### config.mk
export PLATFORM = sky130hd
export DESIGN_NAME = ddr_cmd_responder
export DESIGN_NICKNAME = d
export VERILOG_FILES = /design/src/rtl/ddr_cmd_responder_pkg.sv /design/src/rtl/ddr_cmd_responder_bank_table.sv /design/src/rtl/ddr_cmd_responder.sv
export SDC_FILE = /design/constraint.sdc
export NUM_CORES = 1
export LEC_CHECK = 0
export CORE_ASPECT_RATIO = 0.7
export CORE_MARGIN = 4
export CORE_UTILIZATION = 60
export CTS_CLUSTER_DIAMETER = 80
export DETAILED_ROUTE_END_ITERATION = 6
export GPL_TIMING_DRIVEN = 0
export PLACE_DENSITY_LB_ADDON = 0.15
export SLEW_MARGIN = 10
export SYNTH_ARGS = -nofsm -noshare
export SYNTH_HDL_FRONTEND = slang
export SYNTH_SLANG_ARGS = --single-unit
export TNS_END_PERCENT = 1
### constraint.sdc
create_clock -name clock -period 5.8 [get_ports clock]
set_input_delay 0.87 -clock clock [delete_from_list [all_inputs] [get_ports clock]]
set_output_delay 0.87 -clock clock [all_outputs]
set_load 0.03 [all_outputs]
### src/rtl/ddr_cmd_responder_pkg.sv
`default_nettype none
// ---------------------------------------------------------------------------
// ddr_cmd_responder_pkg - shared command/address/error types and timing (rev 1.0)
// ---------------------------------------------------------------------------
package ddr_cmd_responder_pkg;

  localparam int DEF_TRCD  = 39;
  localparam int DEF_TRP   = 39;
  localparam int DEF_TRFC  = 295;
  localparam int DEF_TCL   = 40;
  localparam int DEF_BURST = 8;

  localparam int NUM_BANKS  = 32;
  localparam int BANK_IDX_W = 5;
  localparam int ROW_W      = 16;
  localparam int TIMER_W    = 16;

  typedef enum logic [2:0] {
    ACT0 = 3'd0,
    ACT1 = 3'd1,
    RD0  = 3'd2,
    RD1  = 3'd3,
    WR0  = 3'd4,
    WR1  = 3'd5,
    PRE  = 3'd6,
    REF  = 3'd7
  } commands;

  typedef struct packed {
    logic [2:0]       rank;
    logic [2:0]       bank_group;
    logic [1:0]       bank;
    logic [ROW_W-1:0] row;
    logic [9:0]       column;
  } add_map;

  typedef enum logic [2:0] {
    ERR_NONE        = 3'd0,
    ERR_SEQ         = 3'd1,
    ERR_TRFC        = 3'd2,
    ERR_BANK_OPEN   = 3'd3,
    ERR_BANK_CLOSED = 3'd4,
    ERR_TRP         = 3'd5,
    ERR_TRCD        = 3'd6,
    ERR_RD_BUSY     = 3'd7
  } err_t;

  function automatic logic [BANK_IDX_W-1:0] bank_index(input add_map a);
    return {a.bank_group, a.bank};
  endfunction

endpackage
`default_nettype wire

### src/rtl/ddr_cmd_responder_bank_table.sv
`default_nettype none
// ---------------------------------------------------------------------------
// ddr_bank_table - per-bank open flag, open row and countdown timer (rev 1.0)
// ---------------------------------------------------------------------------
module ddr_bank_table
  import ddr_cmd_responder_pkg::*;
(
  input  logic                  clock,
  input  logic                  reset,
  input  logic                  upd_en,
  input  logic                  upd_open,
  input  logic [BANK_IDX_W-1:0] upd_idx,
  input  logic [ROW_W-1:0]      upd_row,
  input  logic [TIMER_W-1:0]    upd_timer,
  input  logic [BANK_IDX_W-1:0] rd_idx,
  output logic [ROW_W-1:0]      rd_row,
  output logic [NUM_BANKS-1:0]  open_flags,
  output logic [NUM_BANKS-1:0]  busy
);

  logic [ROW_W-1:0] rows [NUM_BANKS];

  for (genvar i = 0; i < NUM_BANKS; i++) begin : g_bank
    logic               hit;
    logic               open_q;
    logic [TIMER_W-1:0] timer;

    assign hit = upd_en && (upd_idx == BANK_IDX_W'(i));

    // A fresh load wins over the running countdown, which stops at zero.
    always_ff @(posedge clock) begin
      if (reset) begin
        open_q <= 1'b0;
        timer  <= '0;
      end else if (hit) begin
        open_q <= upd_open;
        timer  <= upd_timer;
      end else if (timer != '0) begin
        timer  <= timer - 1'b1;
      end
    end

    assign open_flags[i] = open_q;
    assign busy[i]       = (timer != '0);
  end

  always_ff @(posedge clock) begin
    if (upd_en && upd_open) rows[upd_idx] <= upd_row;
  end

  assign rd_row = rows[rd_idx];

endmodule
`default_nettype wire

### src/rtl/ddr_cmd_responder.sv
`default_nettype none
// ---------------------------------------------------------------------------
// ddr_cmd_responder - DDR command legality checker and read-window generator (rev 1.0)
// ---------------------------------------------------------------------------
module ddr_cmd_responder
  import ddr_cmd_responder_pkg::*;
#(
  parameter int TRCD  = DEF_TRCD,
  parameter int TRP   = DEF_TRP,
  parameter int TRFC  = DEF_TRFC,
  parameter int TCL   = DEF_TCL,
  parameter int BURST = DEF_BURST
) (
  input  logic                 clock,
  input  logic                 reset,
  input  logic                 cmd_valid,
  input  commands              cmd,
  input  add_map               addr,
  output logic                 cmd_accept,
  output commands              accepted_cmd,
  output logic                 err_valid,
  output err_t                 err_code,
  output logic [NUM_BANKS-1:0] bank_open,
  output logic                 rd_data_valid
);

  localparam logic [0:0] ST_IDLE = 1'b0;
  localparam logic [0:0] ST_PEND = 1'b1;

  logic [0:0]            state, state_nxt;
  commands               pend_cmd;
  logic [BANK_IDX_W-1:0] pend_idx;
  logic [ROW_W-1:0]      pend_row;
  logic [TIMER_W-1:0]    ref_timer, rd_cnt;
  logic [NUM_BANKS-1:0]  bank_busy;
  logic [BANK_IDX_W-1:0] addr_idx, tbl_idx;
  logic [ROW_W-1:0]      stored_row;
  logic                  is_phase0, is_phase1, phase1_match, is_rdwr0;
  err_t                  chk_err;

  logic                  commit, reject, capture, tbl_we, tbl_open, ref_load, rd_load;
  commands               commit_cmd;
  err_t                  reject_code;
  logic [TIMER_W-1:0]    tbl_timer;
  logic                  unused_bits;

  assign addr_idx     = bank_index(addr);
  assign is_phase0    = cmd inside {ACT0, RD0, WR0};
  assign is_phase1    = cmd inside {ACT1, RD1, WR1};
  assign is_rdwr0     = (cmd == RD0) || (cmd == WR0);
  assign phase1_match = cmd_valid && (cmd == commands'(pend_cmd + 3'd1));
  assign tbl_idx      = (state == ST_PEND) ? pend_idx : addr_idx;
  assign unused_bits  = ^{addr.rank, addr.column, stored_row};

  // Legality of a phase-0 or single-phase command, highest priority first.
  always_comb begin
    chk_err = ERR_NONE;
    if (ref_timer != '0)
      chk_err = ERR_TRFC;
    else if ((cmd == ACT0 && bank_open[addr_idx]) || (cmd == REF && |bank_open))
      chk_err = ERR_BANK_OPEN;
    else if (is_rdwr0 && !bank_open[addr_idx])
      chk_err = ERR_BANK_CLOSED;
    else if (cmd == ACT0 && bank_busy[addr_idx])
      chk_err = ERR_TRP;
    else if (is_rdwr0 && bank_busy[addr_idx])
      chk_err = ERR_TRCD;
    else if (cmd == RD0 && rd_cnt != '0)
      chk_err = ERR_RD_BUSY;
  end

  always_ff @(posedge clock) begin
    if (reset) state <= ST_IDLE;
    else       state <= state_nxt;
  end

  always_comb begin
    state_nxt = ST_IDLE;
    if (state == ST_IDLE && cmd_valid && is_phase0 && chk_err == ERR_NONE)
      state_nxt = ST_PEND;
  end

  always_comb begin
    commit      = 1'b0;
    commit_cmd  = ACT0;
    reject      = 1'b0;
    reject_code = ERR_NONE;
    capture     = 1'b0;
    tbl_we      = 1'b0;
    tbl_open    = 1'b0;
    tbl_timer   = '0;
    ref_load    = 1'b0;
    rd_load     = 1'b0;
    if (state == ST_PEND) begin
      if (phase1_match) begin
        commit     = 1'b1;
        commit_cmd = cmd;
        if (cmd == ACT1) begin
          tbl_we    = 1'b1;
          tbl_open  = 1'b1;
          tbl_timer = TIMER_W'(TRCD - 1);
        end
        rd_load = (cmd == RD1);
      end else begin
        reject      = 1'b1;
        reject_code = ERR_SEQ;
      end
    end else if (cmd_valid) begin
      if (is_phase1) begin
        reject      = 1'b1;
        reject_code = ERR_SEQ;
      end else if (chk_err != ERR_NONE) begin
        reject      = 1'b1;
        reject_code = chk_err;
      end else if (cmd == PRE) begin
        commit     = 1'b1;
        commit_cmd = PRE;
        tbl_we     = 1'b1;
        tbl_timer  = TIMER_W'(TRP - 1);
      end else if (cmd == REF) begin
        commit     = 1'b1;
        commit_cmd = REF;
        ref_load   = 1'b1;
      end else begin
        capture = 1'b1;
      end
    end
  end

  // Timers hold "cycles still to wait", so zero means the constraint is met.
  always_ff @(posedge clock) begin
    if (reset) begin
      pend_cmd     <= ACT0;
      pend_idx     <= '0;
      pend_row     <= '0;
      ref_timer    <= '0;
      rd_cnt       <= '0;
      cmd_accept   <= 1'b0;
      accepted_cmd <= ACT0;
      err_valid    <= 1'b0;
      err_code     <= ERR_NONE;
    end else begin
      if (capture) begin
        pend_cmd <= cmd;
        pend_idx <= addr_idx;
        pend_row <= addr.row;
      end
      if (ref_load)              ref_timer <= TIMER_W'(TRFC - 1);
      else if (ref_timer != '0)  ref_timer <= ref_timer - 1'b1;
      if (rd_load)               rd_cnt <= TIMER_W'(TCL + BURST - 1);
      else if (rd_cnt != '0)     rd_cnt <= rd_cnt - 1'b1;
      cmd_accept   <= commit;
      accepted_cmd <= commit_cmd;
      err_valid    <= reject;
      err_code     <= reject_code;
    end
  end

  assign rd_data_valid = (rd_cnt != '0) && (rd_cnt <= TIMER_W'(BURST));

  ddr_bank_table u_bank_table (
    .clock      (clock),
    .reset      (reset),
    .upd_en     (tbl_we),
    .upd_open   (tbl_open),
    .upd_idx    (tbl_idx),
    .upd_row    (pend_row),
    .upd_timer  (tbl_timer),
    .rd_idx     (tbl_idx),
    .rd_row     (stored_row),
    .open_flags (bank_open),
    .busy       (bank_busy)
  );

endmodule
`default_nettype wire

## After elaboration in Yosys (flattened, before gate mapping)

Index checks and enable logic that the tools add are counted.

- Register bits: 593
- Latch bits: 0
- RAM bits: 0
- Memory bits (read-only): 0
- Bits of input ports: 40
- Output and inout bits: 41
- Word-level logic and storage cells: 407
- Memories kept: 0

- $add $sub $neg: 35
- Multipliers: 0
- Div/mod/pow operators: 0
- Magnitude comparators: 2
- Eq/ne operators: 39
- Shift operators: 0
- Muxes and demuxes: 132
- Bitwise gates (word level): 1
- Reduce and logical (&&, ||, !) cells: 123

Operators by type and width:

| kind | count |
|---|---|
| two-way mux 16 bit | 65 |
| nonzero test 16 bit | 34 |
| subtractor 16 x 1 -> 16 bit (second input constant) | 34 |
| == test 5 bit (second input constant) | 16 |
| nonzero test 2 bit | 34 |
| two-way mux 3 bit | 17 |
| two-way mux 6 bit | 8 |
| logical AND 1 bit | 43 |
| == test 5 x 4 -> 1 bit (second input constant) | 8 |
| two-way mux 1 bit | 37 |
| OR reduction 32 bit | 1 |
| == test 5 x 3 -> 1 bit (second input constant) | 4 |
| two-way mux 9 bit | 2 |
| less-or-equal comparator 16 x 4 -> 1 bit (second input constant) | 1 |
| == test 3 bit (second input constant) | 4 |
| binary-select mux 1 bit (select 5 bit) | 2 |
| == test 5 x 2 -> 1 bit (second input constant) | 2 |
| nonzero test 3 bit | 3 |
| == test 3 x 2 -> 1 bit (second input constant) | 2 |
| logical NOT 3 bit | 2 |
| < comparator 5 x 6 -> 1 bit (second input constant) | 1 |
| == test 5 x 1 -> 1 bit (second input constant) | 1 |
| logical NOT 5 bit | 1 |
| two-way mux 5 bit | 1 |
| 7 further kinds | 9 |

## Depth between registers and ports, before layout

Gate-level depths: netlist of the first run.

- Depth in word-level cells: 16
- Mapped depth: 13
- Gate-level depth less buffers: 10

## Hierarchy

A second synthesis of the first run with hierarchy kept.

- Cells, all modules: 4618
- Area total of the unflattened synthesis: 50553.5 um^2

By module, submodules not included:

| module | instances | cells each | area an instance (um^2) | seq. area each (um^2) |
|---|---|---|---|---|
| ddr_bank_table | 1 | 4178 | 46714.8 | 26265.2 |
| ddr_cmd_responder | 1 | 440 | 3838.7 | 1301.2 |

## Worst setup path after synthesis of the first run

Ideal clock, no wire load.

- Kind: input-to-reg
- Start: input port addr[26] in the netlist's numbering
- End: register pend_cmd[0]
- Library setup time: 0.116 ns
- Arrival: 3.272 ns
- Required time: 5.684 ns
- Slack: 2.412 ns
- Stages on the path: 8
- Path buffers: 1
- Cells stage by stage: clkbuf_1 mux4_2 mux4_2 nand2_1 nand3_1 a21boi_1 o2111ai_2 and3_1

- Word-level cells in the longest chain between the ends: 13

RTL lines:

| element | RTL line | RTL |
|---|---|---|
| start: declaration | ddr_cmd_responder.sv:18 | `input add_map addr,` |
| binary-select mux 1 bit (select 5 bit) | ddr_cmd_responder.sv:64, ddr_cmd_responder.sv:66 |  |
| two-way mux 1 bit (not written as such) | ddr_cmd_responder.sv:64, ddr_cmd_responder.sv:66 |  |
| logical AND 1 bit | ddr_cmd_responder.sv:66 | `else if (is_rdwr0 && bank_busy[addr_idx])` |
| two-way mux 3 bit | ddr_cmd_responder.sv:66 |  |
| two-way mux 3 bit | ddr_cmd_responder.sv:64 | `else if (cmd == ACT0 && bank_busy[addr_idx])` |
| two-way mux 3 bit | ddr_cmd_responder.sv:62 | `else if (is_rdwr0 && !bank_open[addr_idx])` |
| two-way mux 3 bit * | ddr_cmd_responder.sv:60 | `else if ((cmd == ACT0 && bank_open[addr_idx]) \|\| (cmd == REF && \|bank_open))` |
| two-way mux 3 bit * | ddr_cmd_responder.sv:58 | `if (ref_timer != '0)` |
| nonzero test 3 bit * | ddr_cmd_responder.sv:112 | `end else if (chk_err != ERR_NONE) begin` |
| two-way mux 1 bit * | ddr_cmd_responder.sv:112 |  |
| two-way mux 1 bit * | ddr_cmd_responder.sv:109 | `if (is_phase1) begin` |
| two-way mux 1 bit * | ddr_cmd_responder.sv:108 | `end else if (cmd_valid) begin` |
| two-way mux 1 bit * | ddr_cmd_responder.sv:94 | `if (state == ST_PEND) begin` |
| end signal: assignment | ddr_cmd_responder.sv:144 | `pend_cmd <= cmd;` |
| end: declaration | ddr_cmd_responder.sv:31 | `commands pend_cmd;` |

Mark *: on every way between the ends. The rest lies on a longest branch, timed or not. The select of a mux whose other input is x is not followed.
A chain may end at the register's enable or synchronous reset.

## Worst setup path after layout of the first run

- Start: input port addr[27] in the netlist's numbering
- End: register u_bank_table.g_bank[11].timer[0]

- Word-level cells in the longest chain between the ends: 15

RTL lines:

| element | RTL line | RTL |
|---|---|---|
| binary-select mux 1 bit (select 5 bit) | ddr_cmd_responder.sv:64, ddr_cmd_responder.sv:66 |  |
| two-way mux 1 bit (not written as such) | ddr_cmd_responder.sv:64, ddr_cmd_responder.sv:66 |  |
| logical AND 1 bit | ddr_cmd_responder.sv:66 |  |
| two-way mux 3 bit | ddr_cmd_responder.sv:66 |  |
| two-way mux 3 bit | ddr_cmd_responder.sv:64 |  |
| two-way mux 3 bit | ddr_cmd_responder.sv:62 |  |
| two-way mux 3 bit | ddr_cmd_responder.sv:60 |  |
| two-way mux 3 bit | ddr_cmd_responder.sv:58 |  |
| nonzero test 3 bit | ddr_cmd_responder.sv:112 |  |
| two-way mux 1 bit | ddr_cmd_responder.sv:112 |  |
| two-way mux 1 bit | ddr_cmd_responder.sv:109 |  |
| two-way mux 1 bit | ddr_cmd_responder.sv:108 |  |
| two-way mux 1 bit | ddr_cmd_responder.sv:94 |  |
| logical AND 1 bit | ddr_cmd_responder_bank_table.sv:28 | `assign hit = upd_en && (upd_idx == BANK_IDX_W'(i));` |
| two-way mux 16 bit or nonzero test 2 bit (tied branches) | - |  |
| end signal: assignment | ddr_cmd_responder_bank_table.sv:37 | `timer <= upd_timer;` |
| end signal: assignment | ddr_cmd_responder_bank_table.sv:39 | `timer <= timer - 1'b1;` |
| end: declaration | ddr_cmd_responder_bank_table.sv:26 | `logic [TIMER_W-1:0] timer;` |

Several ways; a longest one is shown, not always the timed one. The select of a mux whose other input is x is not followed.

==> results.toml, run 1 <==
[yosys]
syn_nets = 3352
synth_seq_area_share_pct = 43.41
async_flop_share_pct = 0
synth_edf_count = 0
syn_inst = 3276
yosys_warnings = 0
syn-cell-area_um2 = 27350
synth_area_per_cell_um2 = 8.348
yosysUniqueCellTypes = 68
synth_top_flop_cell = "dfxtp_1"
synth_seq_cells = 593

[clocking]
clkLatencyLatePin_ns = 0.59
cts_setup_buffers = 0
h-tree-depth = 2
cts_tree = "yes"
cts.clk_slew.worst_paths_ns = 0.07
cts_resized = 0
hold_buffers = 0
ctsRootBufferMaster = "clkbuf_16"
numCtsBuffers = 54
cts_sinks = 593
cts_buffer_depth = 3

[power]
power.density_nw_per_um2 = 640.2
leakagePower_uw = 0.01178
p_total_uw = 19490
intPower_uw = 11620
peakVddDrop_mv = 0.3699
seq_power_share_pct = 35.8
switching_share_pct = 40.35
switching_power_uw = 7863
p_comb_share_pct = 45.3
pwr-share-clk_pct = 19.0

[final_layout]
antennaDiodeCount = 0
area_growth_pct = 11.31
fillers = 3659
drive_above_1_share_pct = 6.162
layout.nets = 3456

[status]
status = "finished clean"

[worst_setup_path]
criticalPathCategory = "in -> reg"
critPathSlowestCell = "nor2_1"
slowest_delay_ns = 0.96
critPathMaxFanout = 10
worstPathCellList = "clkdlybuf4s50_1 -> buf_1 -> clkbuf_1 -> nand2_1 -> o21a_1 -> clkbuf_1 -> nor2_1 -> nand2_1 -> o21ai_0 -> buf_4 -> nor2_1"
cp-start-kind = "input port"
required_ns = 6.26
critPathCaptureType = "flop"
worst-path-buf-inv = 5
crit_family = "buffers and inverters"
cp.arrival_ns = 5.77

[timing]
slew_headroom_pct = 19.31
tns_ns = 0
hold_violations = 0
min_period_ns = 5.310
worst_slew_pin_slew_ns = 1.210
setup_violations = 0
max_freq_mhz = 188.3
hold-worst-slack_ns = 0.4694
rsz0062_at_grt = "false"
slew_viol_final = 0
final.setup_skew_ns = 0.02247
fin_crit_sh_pct = 91.55

[global_routing]
grt_first_pass_wirelength_um = 111700
grt_use_total_pct = 26.76
grt.busiest_layer = "met2"
met3_usage_pct = 4.732
grt_start_max_net_pins = 16
antenna_found_initial = 1
grt.met2_usage_pct = 42.07
grt_pass1_vias = 22367
grt_use_met1_pct = 37.35
grt-ovfl-total = 0

[detailed_routing]
vias = 23435
via_per_inst = 5.819
dr.pass1.iters = 6
postRouteAntennaNets = 0
drt_iter0_drc = 2117
routedWlPerCell_um = 17.08
finalWirelength_um = 68760
drc = 0

[floorplan]
die_h_um = 186.6
pin_count = 81
fp.dieW_um = 263.2
rows = 65
coreArea_um2 = 45060
start_util_pct = 60.70
dieArea_um2 = 49110

[worst_hold_path]
min_path_type = "reg -> reg"

[placement]
place_congestion = 1.015
hpwl_um = 49140
io_buffers = 48

[job]
drv_cap = 0
-- layer usage --
layer  wire length (µm)  vias to the layer above
met1              31550                    11107
met4               2346                        0
met3               4537                      159
met2              30330                      749
li1                   -                    11420
met5                  0                        -
-- cell families after synthesis --
kind of cell    synth area share [%]
compound gates                 8.272
fa+ha+maj                      1.647
xor+xnor                       13.13
flops                          43.41
simple gates                   27.73
mux                            1.976
buf+inv                        3.834
-- power by group through the flow --
stage | clock network, µW | registers (µW) | logic (µW)
6_report | 3690 | 6970 | 8820
5_1_grt | 3920 | 7180 | 9990
4_1_cts | 3750 | 6940 | 8780
3_5_place_dp | 0 | 6990 | 8640
3_3_place_gp | 0 | 6880 | 8270
2_1_floorplan | 0 | 6690 | 7160
-- flip-flops by register name, indices dropped and copies added (netlist names) --
register / flops
accepted_cmd: 3
cmd_accept: 1
err_code: 3
err_valid: 1
pend_cmd: 3
pend_idx: 5
rd_cnt: 16
ref_timer: 16
state: 1
u_bank_table.g_bank.open_q: 32
u_bank_table.g_bank.timer: 512
-- cells in the final DEF (no fill, tap or decap), types with 21 or more instances in the layout --
| cell type | synthesis | routed |
|---|---|---|
| nor2b_1 | 31 | 31 |
| nor3_1 | 153 | 153 |
| dfxtp_1 | 593 | 593 |
| clkbuf_1 | 61 | 70 |
| inv_1 | 88 | 88 |
| ha_1 | 36 | 36 |
| nor4_1 | 146 | 146 |
| nand4_1 | 30 | 30 |
| and3_1 | 36 | 36 |
| nor4b_1 | 21 | 21 |
| nand2b_1 | 21 | 21 |
| clkdlybuf4s50_1 | 0 | 48 |
| or3_1 | 54 | 54 |
| nand3b_1 | 25 | 25 |
| nor2_1 | 568 | 568 |
| o21ai_0 | 156 | 156 |
| or4_1 | 31 | 31 |
| mux2i_1 | 27 | 27 |
| buf_4 | 41 | 41 |
| xnor2_1 | 266 | 266 |
| nand3_1 | 72 | 72 |
| buf_2 | 28 | 28 |
| clkbuf_16 | 0 | 57 |
| nand2_1 | 311 | 311 |
| a21oi_1 | 124 | 124 |
| xor2_1 | 144 | 144 |
-- cell usage after synthesis (25+ instances only) --
master	instances	share of area [%]
nand4_1	30	0.69
clkbuf_1	61	0.84
inv_1	88	1.2
nand2_1	311	4.3
nor2b_1	31	0.71
ha_1	36	1.6
xor2_1	144	4.6
buf_4	41	1.1
mux2i_1	27	0.99
nand3_1	72	1.3
buf_2	28	0.51
and3_1	36	0.82
nor3_1	153	2.8
o21ai_0	156	2.9
or4_1	31	0.85
nor4_1	146	3.3
nor2_1	568	7.8
a21oi_1	124	2.3
or3_1	54	1.2
dfxtp_1	593	43
nand3b_1	25	0.69
xnor2_1	266	8.5
-- through the flow --
| step | area [µm²] | setup WS (ns) | util, % | cells |
|---|---|---|---|---|
| after detailed placement | 28580 | 0.1623 | 63.44 | 3927 |
| after global placement | 28580 | 0.2129 | 63.44 | 3927 |
| after floorplan | 27350 | 2.412 | - | 3276 |
| final | 30440 | 0.4899 | 67.56 | 4027 |
| after CTS | 30440 | 0.7511 | 67.55 | 4027 |
| after global routing | 30440 | 0.3483 | 67.56 | 4027 |
-- area by class of cell --
cell class              instances  area, µm²  share of cell area [%]
clock buffers                  82       1680                   5.520
multi-input cells            2458      14430                   47.41
repair buffers                 48      480.5                   1.578
plain buffers                 137      718.2                   2.359
clock inverters                18      173.9                  0.5713
well taps                     603      754.5                   2.478
inverters                      88      330.3                   1.085
flip-flops and latches        593      11870                   39.00
-- worst register-to-register path: stages, from the launching register on --
cell,delay (ns)
dfxtp_1,0.34
or4_4,0.58
or4_1,0.47
or2_1,0.24
clkbuf_1,0.17
or4_1,0.49
buf_2,0.20
nor2b_4,0.15
buf_6,0.15
o21ai_0,0.77
buf_4,0.32
nor2_1,0.08
-- path summary, 6_finish.rpt --
kind / startpoint / endpoint / slack [ns] / cells after the start
hold reg to reg: u_bank_table.g_bank[12].timer[10] / u_bank_table.g_bank[12].timer[10] / 0.47 / 2
setup reg to reg: ref_timer[9] / u_bank_table.g_bank[11].timer[0] / 1.71 / 11
setup / recovery: addr[27] / u_bank_table.g_bank[11].timer[0] / 0.49 / 11
hold / removal: u_bank_table.g_bank[12].timer[10] / u_bank_table.g_bank[12].timer[10] / 0.47 / 2
Note: power is estimated with default switching activity, not from simulation.
==> run 2, diff against run 1 <==
--- a/config.mk
+++ b/config.mk
@@ -12,7 +12,7 @@
 export DETAILED_ROUTE_END_ITERATION = 6
 export GPL_TIMING_DRIVEN = 0
 export PLACE_DENSITY_LB_ADDON = 0.15
-export SLEW_MARGIN = 10
+export SLEW_MARGIN = 0
 export SYNTH_ARGS = -nofsm -noshare
 export SYNTH_HDL_FRONTEND = slang
 export SYNTH_SLANG_ARGS = --single-unit
==> results of run 2 <==
Final layout, timing and power as in run 1 (identical DEF).
